==> config.mk <==
export PLATFORM = sky130hd
export DESIGN_NAME = student_tlul_copy
export DESIGN_NICKNAME = d
export VERILOG_FILES = /design/src/rtl/student_copy_pkg.sv /design/src/rtl/tlul_pkg.sv /design/src/rtl/student_tlul_copy.sv
export SDC_FILE = /design/constraint.sdc
export NUM_CORES = 1
export LEC_CHECK = 0
export ABC_AREA = 1
export CORE_ASPECT_RATIO = 0.5
export CORE_MARGIN = 5
export CORE_UTILIZATION = 53
export DETAILED_ROUTE_END_ITERATION = 10
export GPL_TIMING_DRIVEN = 1
export PLACE_DENSITY = 0.91
export SYNTH_ARGS = -nofsm -noshare
export SYNTH_HDL_FRONTEND = slang
export SYNTH_SLANG_ARGS = --single-unit
==> constraint.sdc <==
create_clock -name clk_i -period 3.6 [get_ports clk_i]
set_clock_uncertainty 0.15 [all_clocks]
set_input_delay 0.36 -clock clk_i [delete_from_list [all_inputs] [get_ports clk_i]]
set_output_delay 0.36 -clock clk_i [all_outputs]
set_load 0.02 [all_outputs]
==> src/rtl/student_copy_pkg.sv <==
// student_copy_pkg: state encoding and bus
// constants for the TL-UL copy engine.
package student_copy_pkg;
  typedef enum logic [2:0] {
    CopyIdle,
    CopyRdA,
    CopyRdD,
    CopyWrA,
    CopyWrD
  } copy_state_e;

  localparam logic [1:0]  CopyASize = 2'd2;
  localparam logic [3:0]  CopyMask  = 4'hF;
  localparam logic [31:0] WordBytes = 32'd4;
endpackage

==> src/rtl/tlul_pkg.sv <==
// tlul_pkg: TL-UL channel types and opcodes
// shared by hosts and devices on the student bus.
package tlul_pkg;
  localparam int TL_AW  = 32;
  localparam int TL_DW  = 32;
  localparam int TL_AIW = 8;
  localparam int TL_DIW = 1;
  localparam int TL_SZW = 2;
  localparam int TL_DBW = TL_DW / 8;

  typedef enum logic [2:0] {
    PutFullData    = 3'h0,
    PutPartialData = 3'h1,
    Get            = 3'h4
  } tl_a_op_e;

  typedef enum logic [2:0] {
    AccessAck     = 3'h0,
    AccessAckData = 3'h1
  } tl_d_op_e;

  typedef logic [7:0] tl_a_user_t;
  localparam tl_a_user_t TL_A_USER_DEFAULT = '0;

  typedef struct packed {
    logic              a_valid;
    tl_a_op_e          a_opcode;
    logic [2:0]        a_param;
    logic [TL_SZW-1:0] a_size;
    logic [TL_AIW-1:0] a_source;
    logic [TL_AW-1:0]  a_address;
    logic [TL_DBW-1:0] a_mask;
    logic [TL_DW-1:0]  a_data;
    tl_a_user_t        a_user;
    logic              d_ready;
  } tl_h2d_t;

  typedef struct packed {
    logic              d_valid;
    tl_d_op_e          d_opcode;
    logic [2:0]        d_param;
    logic [TL_SZW-1:0] d_size;
    logic [TL_AIW-1:0] d_source;
    logic [TL_DIW-1:0] d_sink;
    logic [TL_DW-1:0]  d_data;
    logic              d_error;
    logic              a_ready;
  } tl_d2h_t;
endpackage

==> src/rtl/student_tlul_copy.sv <==
// student_tlul_copy: single-outstanding TL-UL host
// that copies len words from src to dst.
module student_tlul_copy
  import tlul_pkg::*;
  import student_copy_pkg::*;
#(
  parameter logic [TL_AIW-1:0] SourceId = '0,
  parameter int unsigned LenWidth = 16
) (
  input  logic                clk_i,
  input  logic                rst_ni,
  input  logic                start_i,
  input  logic [31:0]         src_addr_i,
  input  logic [31:0]         dst_addr_i,
  input  logic [LenWidth-1:0] len_i,
  output logic                busy_o,
  output logic                done_o,
  output logic                err_o,
  output tl_h2d_t             tl_host_o,
  input  tl_d2h_t             tl_host_i
);

  copy_state_e state_q, state_d;

  logic [31:0]         src_q;
  logic [31:0]         dst_q;
  logic [31:0]         data_q;
  logic [LenWidth-1:0] len_q;
  logic [LenWidth-1:0] cnt_q;
  logic                done_q;
  logic                err_q;

  logic a_hs;
  logic d_hs;
  logic last;
  logic unused_in;

  assign a_hs = tl_host_o.a_valid & tl_host_i.a_ready;
  assign d_hs = tl_host_o.d_ready & tl_host_i.d_valid;
  assign last = (cnt_q + LenWidth'(1)) == len_q;

  assign busy_o = state_q != CopyIdle;
  assign done_o = done_q;
  assign err_o  = err_q;

  assign unused_in = ^{src_addr_i[1:0],
                       dst_addr_i[1:0],
                       tl_host_i.d_opcode,
                       tl_host_i.d_param,
                       tl_host_i.d_size,
                       tl_host_i.d_source,
                       tl_host_i.d_sink};

  // state register
  always_ff @(posedge clk_i or negedge rst_ni) begin
    if (!rst_ni) begin
      state_q <= CopyIdle;
    end else begin
      state_q <= state_d;
    end
  end

  // next state: abort on any d_error
  always_comb begin
    state_d = state_q;
    unique case (state_q)
      CopyIdle: begin
        if (start_i && len_i != '0) begin
          state_d = CopyRdA;
        end
      end
      CopyRdA: begin
        if (a_hs) state_d = CopyRdD;
      end
      CopyRdD: begin
        if (d_hs) begin
          state_d = tl_host_i.d_error ?
                    CopyIdle : CopyWrA;
        end
      end
      CopyWrA: begin
        if (a_hs) state_d = CopyWrD;
      end
      CopyWrD: begin
        if (d_hs) begin
          state_d = (tl_host_i.d_error || last) ?
                    CopyIdle : CopyRdA;
        end
      end
      default: state_d = CopyIdle;
    endcase
  end

  // pointers, count, data word and status flags
  always_ff @(posedge clk_i or negedge rst_ni) begin
    if (!rst_ni) begin
      src_q  <= '0;
      dst_q  <= '0;
      data_q <= '0;
      len_q  <= '0;
      cnt_q  <= '0;
      done_q <= 1'b0;
      err_q  <= 1'b0;
    end else begin
      done_q <= 1'b0;
      unique case (state_q)
        CopyIdle: begin
          if (start_i) begin
            src_q  <= {src_addr_i[31:2], 2'b00};
            dst_q  <= {dst_addr_i[31:2], 2'b00};
            len_q  <= len_i;
            cnt_q  <= '0;
            err_q  <= 1'b0;
            done_q <= len_i == '0;
          end
        end
        CopyRdD: begin
          if (d_hs) begin
            data_q <= tl_host_i.d_data;
            if (tl_host_i.d_error) begin
              err_q  <= 1'b1;
              done_q <= 1'b1;
            end
          end
        end
        CopyWrD: begin
          if (d_hs) begin
            if (tl_host_i.d_error) begin
              err_q  <= 1'b1;
              done_q <= 1'b1;
            end else begin
              src_q  <= src_q + WordBytes;
              dst_q  <= dst_q + WordBytes;
              cnt_q  <= cnt_q + LenWidth'(1);
              done_q <= last;
            end
          end
        end
        default: ;
      endcase
    end
  end

  // bus outputs decoded from the current state
  always_comb begin
    tl_host_o          = '0;
    tl_host_o.a_opcode = Get;
    tl_host_o.a_size   = CopyASize;
    tl_host_o.a_mask   = CopyMask;
    tl_host_o.a_source = SourceId;
    tl_host_o.a_user   = TL_A_USER_DEFAULT;
    unique case (state_q)
      CopyRdA: begin
        tl_host_o.a_valid   = 1'b1;
        tl_host_o.a_opcode  = Get;
        tl_host_o.a_address = src_q;
      end
      CopyWrA: begin
        tl_host_o.a_valid   = 1'b1;
        tl_host_o.a_opcode  = PutFullData;
        tl_host_o.a_address = dst_q;
        tl_host_o.a_data    = data_q;
      end
      CopyRdD, CopyWrD: begin
        tl_host_o.d_ready = 1'b1;
      end
      default: ;
    endcase
  end

endmodule
== Word-level counts from Yosys, hierarchy flattened ==
Cells that the tools add are included.
Cells by class
  $add $sub $neg: 3
  equal/unequal tests: 14
  mux-type cells: 34
  bitwise operators: 2
  reduce and logical (&&, ||, !) cells: 14
Operator list (number)
  $mux 32: 7
  $pmux 32 s2: 3
  $add 32x3->32 const B: 2
  $mux 16: 3
  $pmux 16 s2: 1
  $add 16x1->16 const B: 1
  $eq 16x16->1: 1
  $logic_not 16->1: 1
  $reduce_bool 16->1: 1
  $mux 3: 5
  $pmux 3 s5: 1
  $ne 2x2->1 const B: 7
  $mux 1: 10
  $pmux 4 s2: 1
  $reduce_and 4->1: 2
  $eq 3x2->1 const B: 2
  $reduce_and 5->1: 1
  $ne 2x1->1 const B: 2
  $reduce_and 2->1: 2
  $reduce_bool 2->1: 2
  $eq 3x1->1 const B: 1
  $eq 3x3->1 const B: 1
  $logic_not 3->1: 1
  $pmux 1 s3: 1
  7 further kinds: 8
Word-level totals
  bits in registers: 133
  bits of input ports: 135
  word-level logic and storage cells: 75

== Logic depth before layout (Yosys ltp) ==
  depth in word-level cells: 6
  depth in mapped cells: 15
  mapped depth without buffers: 15

== Worst setup path after synthesis ==
Ideal clock, no wire load.
  path type: flip-flop to flip-flop
  from: reg dst_q[2]
  to: reg dst_q[30]
  setup time: 0.127 ns
  data arrival time: 1.684 ns
  required time: 3.323 ns
  slack: 1.639 ns
  stages on the path, launching flop included: 13
  path buffers: 0
  period minus slack after synthesis: 1.961 ns
  path through: dfrtp_1 -> ha_1 -> nand2_2 -> nor3_4 -> nand2_2 -> nor2_4 -> nand2_4 -> nor2_8 -> nand3_4 -> o21ai_1 -> nand3_1 -> nand2_1 -> o21ai_0
Between the ends
  longest elaborated chain between the ends: 4
Ends and longest elaborated chain
  from (decl): line student_tlul_copy.sv:26  | logic [31:0] dst_q;
  from (signal assigned): line student_tlul_copy.sv:110  | dst_q <= {dst_addr_i[31:2], 2'b00};
  from (signal assigned): line student_tlul_copy.sv:133  | dst_q <= dst_q + WordBytes;
  $add 32x3->32: line student_tlul_copy.sv:133
  $mux 32: line student_tlul_copy.sv:128  | if (tl_host_i.d_error) begin
  $mux 32: line student_tlul_copy.sv:127  | if (d_hs) begin
  $pmux 32 s2: line student_tlul_copy.sv:106  | unique case (state_q)
No other way between the ends. The select of a mux whose other input is x is not followed.
A chain may end at the register's enable or synchronous reset.

==> reports/results.ini <==
[global_routing]
grt_overflow = 0
antenna_found_initial = 0
grt_pass1_wl_um = 40900
grtUsageTotal_pct = 26.8
grt_pass1_vias = 8592
grt_max_degree = 86

[detailed_routing]
viasPerCell = 5.69
maxUsedRoutingLayer = met4
wl_met1_um = 9670
wl_met3_um = 2070
route.met2.wl_um = 12400
drtPass1Iterations = 6
vias = 8707
wire_per_inst_um = 16.5
detail_route.iter0.violations = 960
routed_wl_um = 25200
drc = 0
antenna_left = 0

[finish]
fillers = 1211
seqCellArea_um2 = 3230
instances_no_fill = 1530
diodes = 0
area_growth_pct = 29.2
multi_input_area_um2 = 4040
layout_common_cells = 192 x nand2_1, 180 x clkdlybuf4s50_1, 165 x inv_1
nNetsFinal = 1451
final_common_cell = nand2_1
drive_gt1_share_pct = 6.11

[min_path]
hold_depth = 2
min_path_type = flop to flop
whs_endpoint = len_q[4]$_DFFE_PN0P_
worstHoldStart = len_q[4]$_DFFE_PN0P_

[setup_path]
endpoint_kind = primary output
timing.rr.start = src_q[2]$_DFFE_PN0P_
crit_slowest_cell = clkdlybuf4s50_1
path_delay_family = buffers and inverters
r2r_slack_ns = 1.02
rr_worst_depth = 10
cp_num_buf_inv = 3
path_class = flop to primary output
crit_chain = inv_2 -> nand3_2 -> buf_4 -> nor2_1 -> clkdlybuf4s50_1
max_stage_delay_ns = 0.62
start_kind = flop
crit_required_ns = 3.09
worst_ep_arrival_time_ns = 2.81
reg2reg_to = src_q[24]$_DFFE_PN0P_
cp_max_fo = 34

[die]
io_pins = 232
die_area_um2 = 18300
num_rows = 32
start_util_pct = 53.8
core_area_um2 = 15300
die_h_um = 98.2
dieWidth_um = 186

[sta]
period_needed_ns = 3.32
min_period_over_period_pct = 92.2
tightest_slew_ns = 1.08
setup_viol = 0
slew_violations = 0
slew_headroom_pct = 28.0
tns_ns = 0
hold_violations = 0
max_freq_ghz = 0.301
rsz0062_at_grt = no

[synthesis]
synth.distinct_cells = 48
ys_seq_elements = 129
yosysWarningCount = 0
yosysTopAreaCellShare_pct = 39.2
synth_area_leaders = dfrtp_1 39%, nand2_1 8.8%, inv_1 7.5%, nor2_1 6.8%, o21ai_0 5.3%
avgSynthCellArea_um2 = 7.17
ys_seq_area_share_pct = 39.2
synth_ff_type = dfrtp_1
synth_edf_count = 0
synthCells = 1149
synth_area_um2 = 8240
async_flop_share_pct = 100
yosysTopAreaCell = dfrtp_1

[pwr]
peakVddDrop_mv = 0.510
power.density_nw_per_um2 = 774
p_leak_nw = 4.91

[clocking]
clock_path_buffers = 2
htreeDepth = 4
ctsResizeCount = 0
cts_tree = yes
cts_root_buf = clkbuf_16
clock_sinks = 129
cts_buffers = 17
clkLatencyLatePin_ns = 0.42
clkTransAtPathRegs_ns = 0.06

[placed_design]
numPlacedInstances = 1497
portBuffers = 181
dp_hpwl_um = 18200
gp_congestion = 0.939

[flow_run]
max_cap_violations = 0

[outcome]
status = finished clean

## where the power goes
| group | internal [W] | switching, W |
|---|---|---|
| sequential | 0.00208 | 0.000510 |
| clock | 0.000981 | 0.000742 |
| combinational | 0.00141 | 0.00252 |
| total | 0.00447 | 0.00377 |
## registers in the layout (all words and copies together) (netlist names)
signal	cells
cnt_q	16
err_o	1
state_q	3
src_q	30
len_q	16
data_q	32
done_o	1
dst_q	30
## timing repair
action | in CTS | in global routing
buffers inserted | 0 | 0
setup endpoints to repair | 0 | 0
endpoints found under the hold margin | 52 | 0
hold buffers | 1 | 0
## kinds of logic after synthesis
group           count (synthesis)  share of synthesized area [%]
simple gates                  498                           27.4
compound gates                255                           17.8
buf+inv                       245                           13.1
flops                         129                           39.2
xor+xnor                       15                           1.76
fa+ha+maj                       3                          0.455
other cells                     2                         0.0911
mux                             2                          0.273
## stage by stage
step                setup slack (ns)  cell area [um2]  power [W]  hold WS (ns)  util, %
global route                   0.112            10700    0.00878         0.349     69.5
finish                         0.280            10700    0.00824         0.354     69.5
CTS                            0.336            10700    0.00820         0.351     69.5
detailed placement             0.787            10100    0.00643         0.315     65.6
floorplan                       1.64             8340    0.00510       -0.0856        -
global placement               0.829            10100    0.00623         0.312     65.6
## how the worst max path moves through the flow
stage	start	endpoint	slack, ns	cells after the start
2_1_floorplan	dst_q[2]$_DFFE_PN0P_	dst_q[30]$_DFFE_PN0P_	1.64	12
3_3_place_gp	state_q[2]$_DFFE_PN0P_	tl_host_o[24]	0.83	5
3_5_place_dp	state_q[2]$_DFFE_PN0P_	tl_host_o[22]	0.79	5
4_1_cts	state_q[2]$_DFFE_PN0P_	tl_host_o[22]	0.34	5
5_1_grt	state_q[2]$_DFFE_PN0P_	tl_host_o[26]	0.11	5
6_report	state_q[2]$_DFFE_PN0P_	tl_host_o[34]	0.28	5
## per-layer routing
metal | GRT usage (%) | vias up
met3 | 5.64 | 98
met5 | 0 | -
met1 | 32.1 | 4023
met2 | 46.6 | 491
li1 | - | 4095
met4 | 12.4 | 0
## cell usage after synthesis, types with 9 or more instances
master,instances
nand2_1,193
inv_1,165
nor2_1,149
dfrtp_1,129
o21ai_0,87
nand3_1,78
a21oi_1,67
o22ai_1,50
buf_4,34
clkbuf_1,31
nand4_1,21
nor3_1,18
o211ai_1,18
xor2_1,11
o21ai_1,10
nor4_1,9
## worst min-delay path, cell delays in order, from the launching register on
cell and delay [ns]:
dfrtp_1 0.36, nand2_1 0.06, o21ai_0 0.06
## layout make-up
cell class	count	area share [%]
clock buffers	17	3.99
repair buffers	194	17.9
inverters	169	5.96
clock inverters	15	1.46
multi-input cells	802	38.0
well taps	204	2.40
flip-flops and latches	129	30.3
(Power assumes the default switching activity.)
